## config.mk

```make
export PLATFORM = sky130hd
export DESIGN_NAME = pos_ctrl_flat
export DESIGN_NICKNAME = d
export VERILOG_FILES = /design/src/rtl/pos_ctrl_if.sv /design/src/rtl/pos_ctrl.sv /design/src/flat_wrapper.sv
export SDC_FILE = /design/constraint.sdc
export NUM_CORES = 1
export LEC_CHECK = 0
export CORE_UTILIZATION = 49
export DETAILED_ROUTE_END_ITERATION = 8
export MAX_ROUTING_LAYER = met4
export PLACE_DENSITY = 0.81
export REMOVE_ABC_BUFFERS = 1
export SLEW_MARGIN = 20
export SYNTH_ARGS = -nofsm -noshare
export SYNTH_HDL_FRONTEND = slang
export SYNTH_SLANG_ARGS = --single-unit
```

## constraint.sdc

```tcl
create_clock -name clk -period 2.22 [get_ports clk]
set_clock_uncertainty 0.2 [all_clocks]
set_input_delay 0.444 -clock clk [delete_from_list [all_inputs] [get_ports clk]]
set_output_delay 0.444 -clock clk [all_outputs]
set_load 0.1 [all_outputs]
```

## src/rtl/pos_ctrl_if.sv

```systemverilog
// -----------------------------------------------------------------------------
// pos_ctrl_if
// Bundles the movement/load request side and the position/status side of the
// sprite position controller.
//
// Parameters:
//   X_W, Y_W   coordinate widths (must match the attached pos_ctrl)
//
// Signals:
//   move     [3:0]   movement code, bit 3 = jump request
//   load             synchronous load of x_init/y_init
//   x_init   [X_W]   load value for x
//   y_init   [Y_W]   load value for y
//   posx     [X_W]   current x
//   posy     [Y_W]   current y
//   tick             one-cycle pulse per movement tick
//   jumping          high while a jump arc is in progress
//
// Modports:
//   master   drives move/load/x_init/y_init, observes the status outputs
//   slave    the controller itself
// -----------------------------------------------------------------------------
interface pos_ctrl_if #(
    parameter int X_W = 10,
    parameter int Y_W = 9
);
    logic [3:0]     move;
    logic           load;
    logic [X_W-1:0] x_init;
    logic [Y_W-1:0] y_init;
    logic [X_W-1:0] posx;
    logic [Y_W-1:0] posy;
    logic           tick;
    logic           jumping;

    modport master (
        output move, load, x_init, y_init,
        input  posx, posy, tick, jumping
    );

    modport slave (
        input  move, load, x_init, y_init,
        output posx, posy, tick, jumping
    );
endinterface

```

## src/rtl/pos_ctrl.sv

```systemverilog
// -----------------------------------------------------------------------------
// pos_ctrl
// Sprite position controller. Decodes the keyboard movement code once per
// internal tick and updates a registered (x, y) screen coordinate, either
// wrapping around or clamping at the screen bounds. An optional jump arc
// raises y for JUMP_H ticks and lowers it again for JUMP_H ticks.
//
// Optional feature macro: POS_CTRL_JUMP_EN
//   defined     -> jump FSM (IDLE/RISE/FALL) and jumping output compiled in
//   not defined -> move[3] ignored, up/down always honoured, jumping = 0
//
// Ports:
//   clk   system clock
//   rst   asynchronous active-high reset
//   bus   pos_ctrl_if.slave: move, load, x_init, y_init in;
//         posx, posy, tick, jumping out (all registered)
// -----------------------------------------------------------------------------
module pos_ctrl #(
    parameter int X_W         = 10,
    parameter int Y_W         = 9,
    parameter int X_MAX       = 639,
    parameter int Y_MAX       = 479,
    parameter int X_RST       = 0,
    parameter int Y_RST       = 0,
    parameter int TICK_CYCLES = 262144,
    parameter int STEP        = 1,
    parameter int WRAP        = 1,
    parameter int JUMP_H      = 32
) (
    input  logic      clk,
    input  logic      rst,
    pos_ctrl_if.slave bus
);

    localparam int CNT_W = $clog2(TICK_CYCLES);
    localparam logic [CNT_W-1:0] TICK_LAST = CNT_W'(TICK_CYCLES - 1);

    // Movement arithmetic is done one bit wider than the coordinate so that
    // x+STEP and x+X_MAX+1-STEP never overflow before the bound test.
    localparam logic [X_W:0]   X_TOP  = (X_W+1)'(X_MAX);
    localparam logic [X_W:0]   X_SPAN = (X_W+1)'(X_MAX + 1);
    localparam logic [X_W:0]   X_STEP = (X_W+1)'(STEP);
    localparam logic [Y_W:0]   Y_TOP  = (Y_W+1)'(Y_MAX);
    localparam logic [Y_W:0]   Y_SPAN = (Y_W+1)'(Y_MAX + 1);
    localparam logic [Y_W:0]   Y_STEP = (Y_W+1)'(STEP);
    localparam logic [X_W-1:0] X_LIM  = X_W'(X_MAX);
    localparam logic [Y_W-1:0] Y_LIM  = Y_W'(Y_MAX);

    localparam logic [2:0] MV_UP    = 3'b001;
    localparam logic [2:0] MV_LEFT  = 3'b010;
    localparam logic [2:0] MV_RIGHT = 3'b011;
    localparam logic [2:0] MV_DOWN  = 3'b100;

    logic [CNT_W-1:0] cnt, cnt_next;
    logic             tick_q;
    logic [X_W-1:0]   posx_q, x_next;
    logic [Y_W-1:0]   posy_q, y_next;

    logic [X_W:0]     x_ext, x_sum, x_left, x_right;
    logic [Y_W:0]     y_ext, y_sum, y_up, y_down, y_rise, y_fall;

    logic             in_jump, in_rise, in_fall;

    // -------------------------------------------------------------------------
    // Tick counter. tick is registered alongside the counter so that it is
    // high exactly while cnt == TICK_CYCLES-1.
    // -------------------------------------------------------------------------
    assign cnt_next = (bus.load || cnt == TICK_LAST) ? '0 : cnt + CNT_W'(1);

    // -------------------------------------------------------------------------
    // Candidate positions for every direction, wrap and clamp variants.
    // -------------------------------------------------------------------------
    always_comb begin
        x_ext = {1'b0, posx_q};
        x_sum = x_ext + X_STEP;
        y_ext = {1'b0, posy_q};
        y_sum = y_ext + Y_STEP;

        if (x_ext >= X_STEP)  x_left = x_ext - X_STEP;
        else if (WRAP != 0)   x_left = x_ext + X_SPAN - X_STEP;
        else                  x_left = '0;

        if (x_sum <= X_TOP)   x_right = x_sum;
        else if (WRAP != 0)   x_right = x_sum - X_SPAN;
        else                  x_right = X_TOP;

        if (y_ext >= Y_STEP)  y_up = y_ext - Y_STEP;
        else if (WRAP != 0)   y_up = y_ext + Y_SPAN - Y_STEP;
        else                  y_up = '0;

        if (y_sum <= Y_TOP)   y_down = y_sum;
        else if (WRAP != 0)   y_down = y_sum - Y_SPAN;
        else                  y_down = Y_TOP;

        // The jump arc always saturates, whatever the edge mode.
        y_rise = (y_ext >= Y_STEP) ? y_ext - Y_STEP : '0;
        y_fall = (y_sum <= Y_TOP)  ? y_sum          : Y_TOP;
    end

`ifdef POS_CTRL_JUMP_EN
    typedef enum logic [1:0] {
        IDLE = 2'd0,
        RISE = 2'd1,
        FALL = 2'd2
    } jump_state_t;

    localparam int JC_W = ($clog2(JUMP_H) > 6) ? $clog2(JUMP_H) : 6;
    localparam logic [JC_W-1:0] JC_LAST = JC_W'(JUMP_H - 1);

    jump_state_t     state, state_next;
    logic [JC_W-1:0] jcnt, jcnt_next;

    // Jump FSM: state register.
    always_ff @(posedge clk or posedge rst) begin
        if (rst) begin
            state <= IDLE;
            jcnt  <= '0;
        end else begin
            state <= state_next;
            jcnt  <= jcnt_next;
        end
    end

    // Jump FSM: next state. Only advances on ticks; load forces IDLE.
    always_comb begin
        state_next = state;
        jcnt_next  = jcnt;
        if (bus.load) begin
            state_next = IDLE;
            jcnt_next  = '0;
        end else if (tick_q) begin
            case (state)
                IDLE: begin
                    if (bus.move[3]) begin
                        state_next = RISE;
                        jcnt_next  = '0;
                    end
                end
                RISE: begin
                    if (jcnt == JC_LAST) begin
                        state_next = FALL;
                        jcnt_next  = '0;
                    end else begin
                        jcnt_next = jcnt + JC_W'(1);
                    end
                end
                FALL: begin
                    if (jcnt == JC_LAST) begin
                        state_next = IDLE;
                        jcnt_next  = '0;
                    end else begin
                        jcnt_next = jcnt + JC_W'(1);
                    end
                end
                default: begin
                    state_next = IDLE;
                    jcnt_next  = '0;
                end
            endcase
        end
    end

    // Jump FSM: outputs, decoded from the state register only.
    always_comb begin
        in_rise = (state == RISE);
        in_fall = (state == FALL);
        in_jump = (state != IDLE);
    end
`else
    assign in_rise = 1'b0;
    assign in_fall = 1'b0;
    assign in_jump = 1'b0;

    // The jump request bit and arc height have no effect in this build.
    logic unused_jump;
    assign unused_jump = bus.move[3] ^ (JUMP_H > 0);
`endif

    // -------------------------------------------------------------------------
    // Next position. Load wins over a coincident tick; during a jump the arc
    // owns y while left/right still move x.
    // -------------------------------------------------------------------------
    always_comb begin
        // NOTE: every output of a combinational block gets a default first so
        // no path through the ifs/case can leave it unassigned (a latch).
        x_next = posx_q;
        y_next = posy_q;
        if (bus.load) begin
            x_next = (bus.x_init > X_LIM) ? X_LIM : bus.x_init;
            y_next = (bus.y_init > Y_LIM) ? Y_LIM : bus.y_init;
        end else if (tick_q) begin
            case (bus.move[2:0])
                MV_LEFT:  x_next = x_left[X_W-1:0];
                MV_RIGHT: x_next = x_right[X_W-1:0];
                MV_UP:    if (!in_jump) y_next = y_up[Y_W-1:0];
                MV_DOWN:  if (!in_jump) y_next = y_down[Y_W-1:0];
                default:  ;  // stop and reserved codes 101/110/111
            endcase
            if (in_rise)      y_next = y_rise[Y_W-1:0];
            else if (in_fall) y_next = y_fall[Y_W-1:0];
        end
    end

    // -------------------------------------------------------------------------
    // Position and tick registers.
    // -------------------------------------------------------------------------
    always_ff @(posedge clk or posedge rst) begin
        if (rst) begin
            cnt    <= '0;
            tick_q <= 1'b0;
            posx_q <= X_W'(X_RST);
            posy_q <= Y_W'(Y_RST);
        end else begin
            // NOTE: state registers use non-blocking assignments so every
            // flop samples the pre-edge values regardless of statement order.
            cnt    <= cnt_next;
            tick_q <= (cnt_next == TICK_LAST);
            posx_q <= x_next;
            posy_q <= y_next;
        end
    end

    assign bus.posx    = posx_q;
    assign bus.posy    = posy_q;
    assign bus.tick    = tick_q;
    assign bus.jumping = in_jump;

endmodule

```

## src/flat_wrapper.sv

```systemverilog
// flat-port wrapper written by rule: the top's interface ports become plain ports
module pos_ctrl_flat 
#(
    parameter int X_W         = 10,
    parameter int Y_W         = 9,
    parameter int X_MAX       = 639,
    parameter int Y_MAX       = 479,
    parameter int X_RST       = 0,
    parameter int Y_RST       = 0,
    parameter int TICK_CYCLES = 262144,
    parameter int STEP        = 1,
    parameter int WRAP        = 1,
    parameter int JUMP_H      = 32
)
  (clk, rst, bus_move, bus_load, bus_x_init, bus_y_init, bus_posx, bus_posy, bus_tick, bus_jumping);
  pos_ctrl_if #(.X_W(X_W), .Y_W(Y_W)) bus_i ();
  input  logic clk;
  input  logic rst;
  input wire logic [$bits(bus_i.move)-1:0] bus_move;
  input wire logic [$bits(bus_i.load)-1:0] bus_load;
  input wire logic [$bits(bus_i.x_init)-1:0] bus_x_init;
  input wire logic [$bits(bus_i.y_init)-1:0] bus_y_init;
  output wire logic [$bits(bus_i.posx)-1:0] bus_posx;
  output wire logic [$bits(bus_i.posy)-1:0] bus_posy;
  output wire logic [$bits(bus_i.tick)-1:0] bus_tick;
  output wire logic [$bits(bus_i.jumping)-1:0] bus_jumping;
  assign bus_i.move = bus_move;
  assign bus_i.load = bus_load;
  assign bus_i.x_init = bus_x_init;
  assign bus_i.y_init = bus_y_init;
  assign bus_posx = bus_i.posx;
  assign bus_posy = bus_i.posy;
  assign bus_tick = bus_i.tick;
  assign bus_jumping = bus_i.jumping;
  pos_ctrl #(.X_W(X_W), .Y_W(Y_W), .X_MAX(X_MAX), .Y_MAX(Y_MAX), .X_RST(X_RST), .Y_RST(Y_RST), .TICK_CYCLES(TICK_CYCLES), .STEP(STEP), .WRAP(WRAP), .JUMP_H(JUMP_H)) u_core (.clk(clk), .rst(rst), .bus(bus_i));
endmodule
```

After elaboration in Yosys (flattened, before gate mapping)
Cells that the tools add are included.
{"block": "totals", "out_inout_bits": 21, "inputBits": 26, "wordCells": 46, "register_bits": 38}
{"block": "classes", "mux": 13, "magnitude_cmp": 6, "eq_ne": 6, "addsub": 11, "reduce_logical": 6}
{"op": "10-bit two-way mux", "n": 5}
{"op": "9-bit two-way mux", "n": 5}
{"op": "18-bit equality test (second input constant)", "n": 2}
{"op": "10-bit one-hot mux with 2 select lines", "n": 1}
{"op": "10-bit by 1-bit subtractor with 10-bit output (second input constant)", "n": 2}
{"op": "18-bit by 1-bit adder with 18-bit output (second input constant)", "n": 1}
{"op": "18-bit two-way mux", "n": 1}
{"op": "9-bit one-hot mux with 2 select lines", "n": 1}
{"op": "9-bit by 1-bit subtractor with 9-bit output (second input constant)", "n": 2}
{"op": "10-bit by 1-bit adder with 11-bit output (second input constant)", "n": 1}
{"op": "11-bit by 10-bit <= comparator with 1-bit output (second input constant)", "n": 1}
{"op": "10-bit adder (second input constant)", "n": 1}
{"op": "9-bit by 1-bit adder with 10-bit output (second input constant)", "n": 1}
{"op": "10-bit by 1-bit >= comparator with 1-bit output (second input constant)", "n": 1}
{"op": "10-bit greater-than comparator (second input constant)", "n": 1}
{"op": "10-bit by 9-bit <= comparator with 1-bit output (second input constant)", "n": 1}
{"op": "10-bit subtractor (second input constant)", "n": 1}
{"op": "9-bit adder (second input constant)", "n": 1}
{"op": "9-bit by 1-bit >= comparator with 1-bit output (second input constant)", "n": 1}
{"op": "9-bit greater-than comparator (second input constant)", "n": 1}
{"op": "9-bit subtractor (second input constant)", "n": 1}
{"op": "3-bit by 2-bit equality test with 1-bit output (second input constant)", "n": 2}
{"op": "3-bit nonzero test", "n": 2}
{"op": "2-bit AND reduction", "n": 2}
{"op": "4 further kinds", "n": 4}

Depth between registers and ports, before layout
{"block": "depth", "depth_word": 6, "mapped_depth": 11, "mapped_depth_nobuf": 11}

Worst setup path before layout
OpenSTA, ideal clock, no wires.
{"block": "synth_path", "kind": "register to register", "from": "reg u_core.posx_q[0], in the netlist u_core.bus.posx[0]", "to": "reg u_core.posx_q[9], in the netlist u_core.bus.posx[9]", "n_path_buf": 0, "period_less_slack_ps": 3098, "stages_incl_launch_ff": 12, "t_arrival_ps": 2804, "slack_ps": -878, "setup_time_ps": 94, "required_time_ps": 1926, "path_cell_list": "dfrtp_1 > ha_1 > nand2_1 > nor3_1 > nand2_1 > xor2_1 > ha_1 > nor4bb_1 > nor2_1 > a21oi_1 > a21oi_1 > a211oi_1"}
{"block": "synth_via", "elab_chain_len": 6, "word_cells_on_any_way": 12, "classes_between": "5 x add/sub; 2 x order compare; 5 x mux"}
{"element": "from (decl)", "line_no": "pos_ctrl.sv:56", "source": "logic [X_W-1:0] posx_q, x_next;"}
{"element": "from (signal assigned)", "line_no": "pos_ctrl.sv:211", "source": "posx_q <= X_W'(X_RST);"}
{"element": "from (signal assigned)", "line_no": "pos_ctrl.sv:218", "source": "posx_q <= x_next;"}
{"element": "10-bit by 1-bit adder with 11-bit output or 10-bit adder (tied branches)", "line_no": "pos_ctrl.sv:75, pos_ctrl.sv:80"}
{"element": "10-bit subtractor, or another cell as far along", "line_no": "pos_ctrl.sv:84", "source": "else if (WRAP != 0) x_right = x_sum - X_SPAN;"}
{"element": "10-bit two-way mux (on tied branches)", "line_no": "pos_ctrl.sv:83, pos_ctrl.sv:79"}
{"element": "10-bit one-hot mux with 2 select lines (*)", "line_no": "pos_ctrl.sv:192", "source": "case (bus.move[2:0])"}
{"element": "10-bit two-way mux (*)", "line_no": "pos_ctrl.sv:191", "source": "end else if (tick_q) begin"}
{"element": "10-bit two-way mux (*)", "line_no": "pos_ctrl.sv:188", "source": "if (bus.load) begin"}
Every way passes the cells marked *; elsewhere a longest branch is shown, timed or not. The select of a mux whose other input is x is not followed.
A chain may end at the register's enable or synchronous reset.

Final worst setup path
{"block": "layout_path", "from": "reg u_core.posx_q[0], in the netlist u_core.bus.posx[0]", "to": "reg u_core.posx_q[8], in the netlist u_core.bus.posx[8]"}
Same word-level chain as after synthesis.

==> results.sh <==
export IMPL_outcome="complete, but fails checks"
export IMPL_failed_checks="setup timing"
export IMPL_overflow=0
export IMPL_required_ns=2.19
export IMPL_irDropWorstVdd_v=0.000466
export IMPL_core_area_um2=5610
export IMPL_crit_path_start_kind="flip-flop"
export IMPL_r2r_end="u_core.bus.posx[8]"
export IMPL_clk_pin_slew_ns=0.09
export IMPL_setup_viol=13
export IMPL_netlist_instances=364
export IMPL_drtIter0Drc=546
export IMPL_grt_pass1_wl_um=16400
export IMPL_crit_path_frequent_cell="buf_4"
export IMPL_syn_to_final_growth_pct=62.6
export IMPL_wl_per_cell_um=22.0
export IMPL_slowest_delay_ns=0.56
export IMPL_diodes=0
export IMPL_worst_hold_slack_ns=0.336
export IMPL_synth_edff_count=0
export IMPL_cp_cell_sequence="ha_4, buf_4, buf_4, xnor2_2, nor4_1, a21oi_2, o21ai_2, a41oi_2"
export IMPL_via_per_inst=6.68
export IMPL_final_fill_count=286
export IMPL_cts_buffers=5
export IMPL_powerDensity_nw_per_um2=585
export IMPL_total_power_mw=2.76
export IMPL_r2r_slack_ns=-0.42
export IMPL_fin_crit_ns=2.64
export IMPL_drive_gt1_share_pct=36.6
export IMPL_cts_sinks=38
export IMPL_max_cap_viol_count=0
export IMPL_wl_um=12300
export IMPL_synth_seq_area_share_pct=32.8
export IMPL_fin_nets=524
export IMPL_min_path_type="reg2reg"
export IMPL_gp_congestion=0.912
export IMPL_endpoint="u_core.bus.posx[8]"
export IMPL_dp_cells=538
export IMPL_crit_arrival_ns=2.61
export IMPL_clock_path_buffers=2
export IMPL_grt_use_total_pct=35.4
export IMPL_fmax_mhz=379
export IMPL_async_flop_share_pct=100
export IMPL_row_count=27
export IMPL_tns_ns=-1.88
export IMPL_htreeDepth=2
export IMPL_syn_area_um2=2900
export IMPL_cts_tree="yes"
export IMPL_max_slew_margin_pct=60.6
export IMPL_reg2reg_depth=8
export IMPL_firstDrtPassIters=7
export IMPL_insertion_delay_ns=0.31
export IMPL_setup_slack_ns=-0.417
export IMPL_rsz0062_at_grt="true"
export IMPL_slew_viol_final=0
export IMPL_path_depth=8
export IMPL_cts_root_buf="clkbuf_8"
export IMPL_critPathCaptureType="flip-flop"
export IMPL_tightest_slew_ns=0.586
export IMPL_ant_nets=0
export IMPL_ys_types=61
export IMPL_crit_type="reg2reg"
export IMPL_synth_main_ff_cell="dfrtp_1"
export IMPL_multi_input_area_um2=2120
export IMPL_yosysWarnings=0
export IMPL_antenna_found_initial=0
export IMPL_p_leak_nw=1.99
export IMPL_avgSynthCellArea_um2=7.95
export IMPL_critPathBufInv=2
export IMPL_io_buffers=44
export IMPL_die_height_um=78.9
export IMPL_crit_path_start="u_core.bus.posx[0]"
export IMPL_drc=0
export IMPL_grt_pass1_vias=3349
export IMPL_regArea_um2=952
export IMPL_dp_final_hpwl_um=6550
export IMPL_vias=3747
export IMPL_hold_viol_final=0
export IMPL_critical_path_slowest_cell="nor4_1"
export IMPL_post_route_period_util_pct=119
export IMPL_die_w_um=78.9
export IMPL_grt_max_degree=39
export IMPL_final_util_pct=83.9
export IMPL_die_area_um2=6220
export IMPL_initial_core_util_pct=51.6
export IMPL_r2r_start="u_core.bus.posx[0]"
export IMPL_cp_max_fo=3
export IMPL_cp_top_family="compound AO/OA/AOI/OAI gates"
export IMPL_io_pins=47
export IMPL_stdcell_count=561
export IMPL_yosys_register_bits=38
[state kept, by name, summed over array words and instances (netlist names)]
register and flops:
u_core.cnt 18, u_core.bus.posx 10, u_core.bus.posy 9, u_core.bus.tick 1
[area by class of cell]
| type | instances | area share (%) |
|---|---|---|
| Multi-Input combinational cell | 295 | 45.0 |
| Timing Repair Buffer | 138 | 28.9 |
| Sequential cell | 38 | 20.2 |
| Tap cell | 72 | 1.91 |
| Clock buffer | 6 | 1.75 |
| Clock inverter | 2 | 1.28 |
| Inverter | 10 | 0.957 |
[stage by stage]
stage	worst slack (ns)	instance area, µm²
2_1_floorplan	-0.972	2800
3_3_place_gp	-0.208	4130
3_5_place_dp	-0.355	4130
4_1_cts	-0.128	4460
5_1_grt	-0.587	4710
6_report	-0.417	4710
[cell usage in the layout (no fill, tap or decap), types with 3 or more instances in the layout]
master,count
a21oi_2,4
nor3_1,8
nand4b_1,4
buf_6,4
a32oi_1,3
a31oi_1,5
nand2_1,31
clkdlybuf4s50_1,24
a21oi_1,19
nor4_1,3
and3_1,3
nand4_1,7
buf_12,20
nand3_1,24
mux2i_1,3
xnor2_1,18
ha_4,4
nor2_1,47
ha_1,4
inv_1,7
o21ai_0,9
or3_1,3
xor2_1,17
o211ai_1,3
o21ai_1,4
nor2_2,5
clkbuf_8,6
dfrtp_1,37
nor2b_1,3
buf_4,89
nor3_2,3
[worst min path at each step]
stage | start | endpoint | slack (ns) | depth (start not counted)
4_1_cts | u_core.cnt[0] | u_core.cnt[0] | 0.28 | 1
2_1_floorplan | u_core.cnt[0] | u_core.cnt[0] | 0.25 | 1
3_3_place_gp | u_core.cnt[0] | u_core.cnt[0] | 0.27 | 1
5_1_grt | u_core.cnt[0] | u_core.cnt[0] | 0.36 | 2
6_report | u_core.cnt[0] | u_core.cnt[0] | 0.34 | 2
3_5_place_dp | u_core.cnt[0] | u_core.cnt[0] | 0.26 | 1
[power by group]
| group | switching, mW | internal, mW | total [mW] | leakage [nW] |
|---|---|---|---|---|
| sequential | 0.0611 | 0.730 | 0.791 | 0.473 |
| clock | 0.276 | 0.479 | 0.756 | 0.0714 |
| combinational | 0.714 | 0.494 | 1.21 | 1.45 |
[Yosys cell counts, drive strengths merged, types with 2 or more instances]
cell      n  share of area (%)
nand3    24                4.1
o41ai     2               0.61
or2       2               0.43
o22ai     2               0.43
xnor2    20                6.1
a32oi     3               0.91
o211ai    3               0.78
a2111oi   2               0.61
nand3b    2               0.65
inv      10                1.3
a21oi    23                4.0
nand4b    4                1.2
nor4      5                1.1
nand4     7                1.5
nor4b     2               0.61
clkbuf   16                2.1
and3      5                1.1
o21ai    16                2.8
and2      2               0.43
o31a      2               0.65
a41oi     2               0.61
o21bai    2               0.52
nor2b     3               0.65
dfrtp    38                 33
or3       6                1.5
mux2i     3                1.0
nand2b    2               0.43
nor2     52                6.7
nor3     13                2.2
ha       10                4.3
a31oi     5                1.1
xor2     18                5.4
nand2    33                4.3
o31ai     2               0.52
buf       5                1.2
[per-layer routing]
layer,vias up,global-route usage [%],wire [µm]
met2,322,60.5,5700
met5,-,-,0
met4,0,15.6,878
met1,1746,40.3,4370
met3,132,6.78,1380
li1,1547,-,-
[worst register-to-register path, cell delays in order (launching register included)]
cell and delay [ns]:
dfrtp_1 0.45, ha_4 0.21, buf_4 0.13, buf_4 0.14
xnor2_2 0.15, nor4_1 0.56, a21oi_2 0.21, o21ai_2 0.36
a41oi_2 0.08
[what timing repair did]
action,in CTS,in global routing
hold buffers,0,0
pin swaps,15,27
gates cloned,0,1
buffers inserted,5,9
resized for setup,41,38
endpoints found under the setup margin,7,11
[cells by family (layout without fill, tap and decap cells)]
kind of cell | Yosys count | in the layout | synth area share, %
xor gates and xnor gates | 38 | 38 | 11.5
DFF | 38 | 38 | 32.8
adders and majority gates | 10 | 10 | 4.32
buffers and inverters | 31 | 156 | 4.54
other | 1 | 1 | 0.130
and+or+nand+nor | 168 | 168 | 28.9
muxes | 3 | 3 | 1.04
AOI/OAI and AO/OA | 75 | 75 | 16.7
No activity file was read; power rests on OpenSTA's default activity.
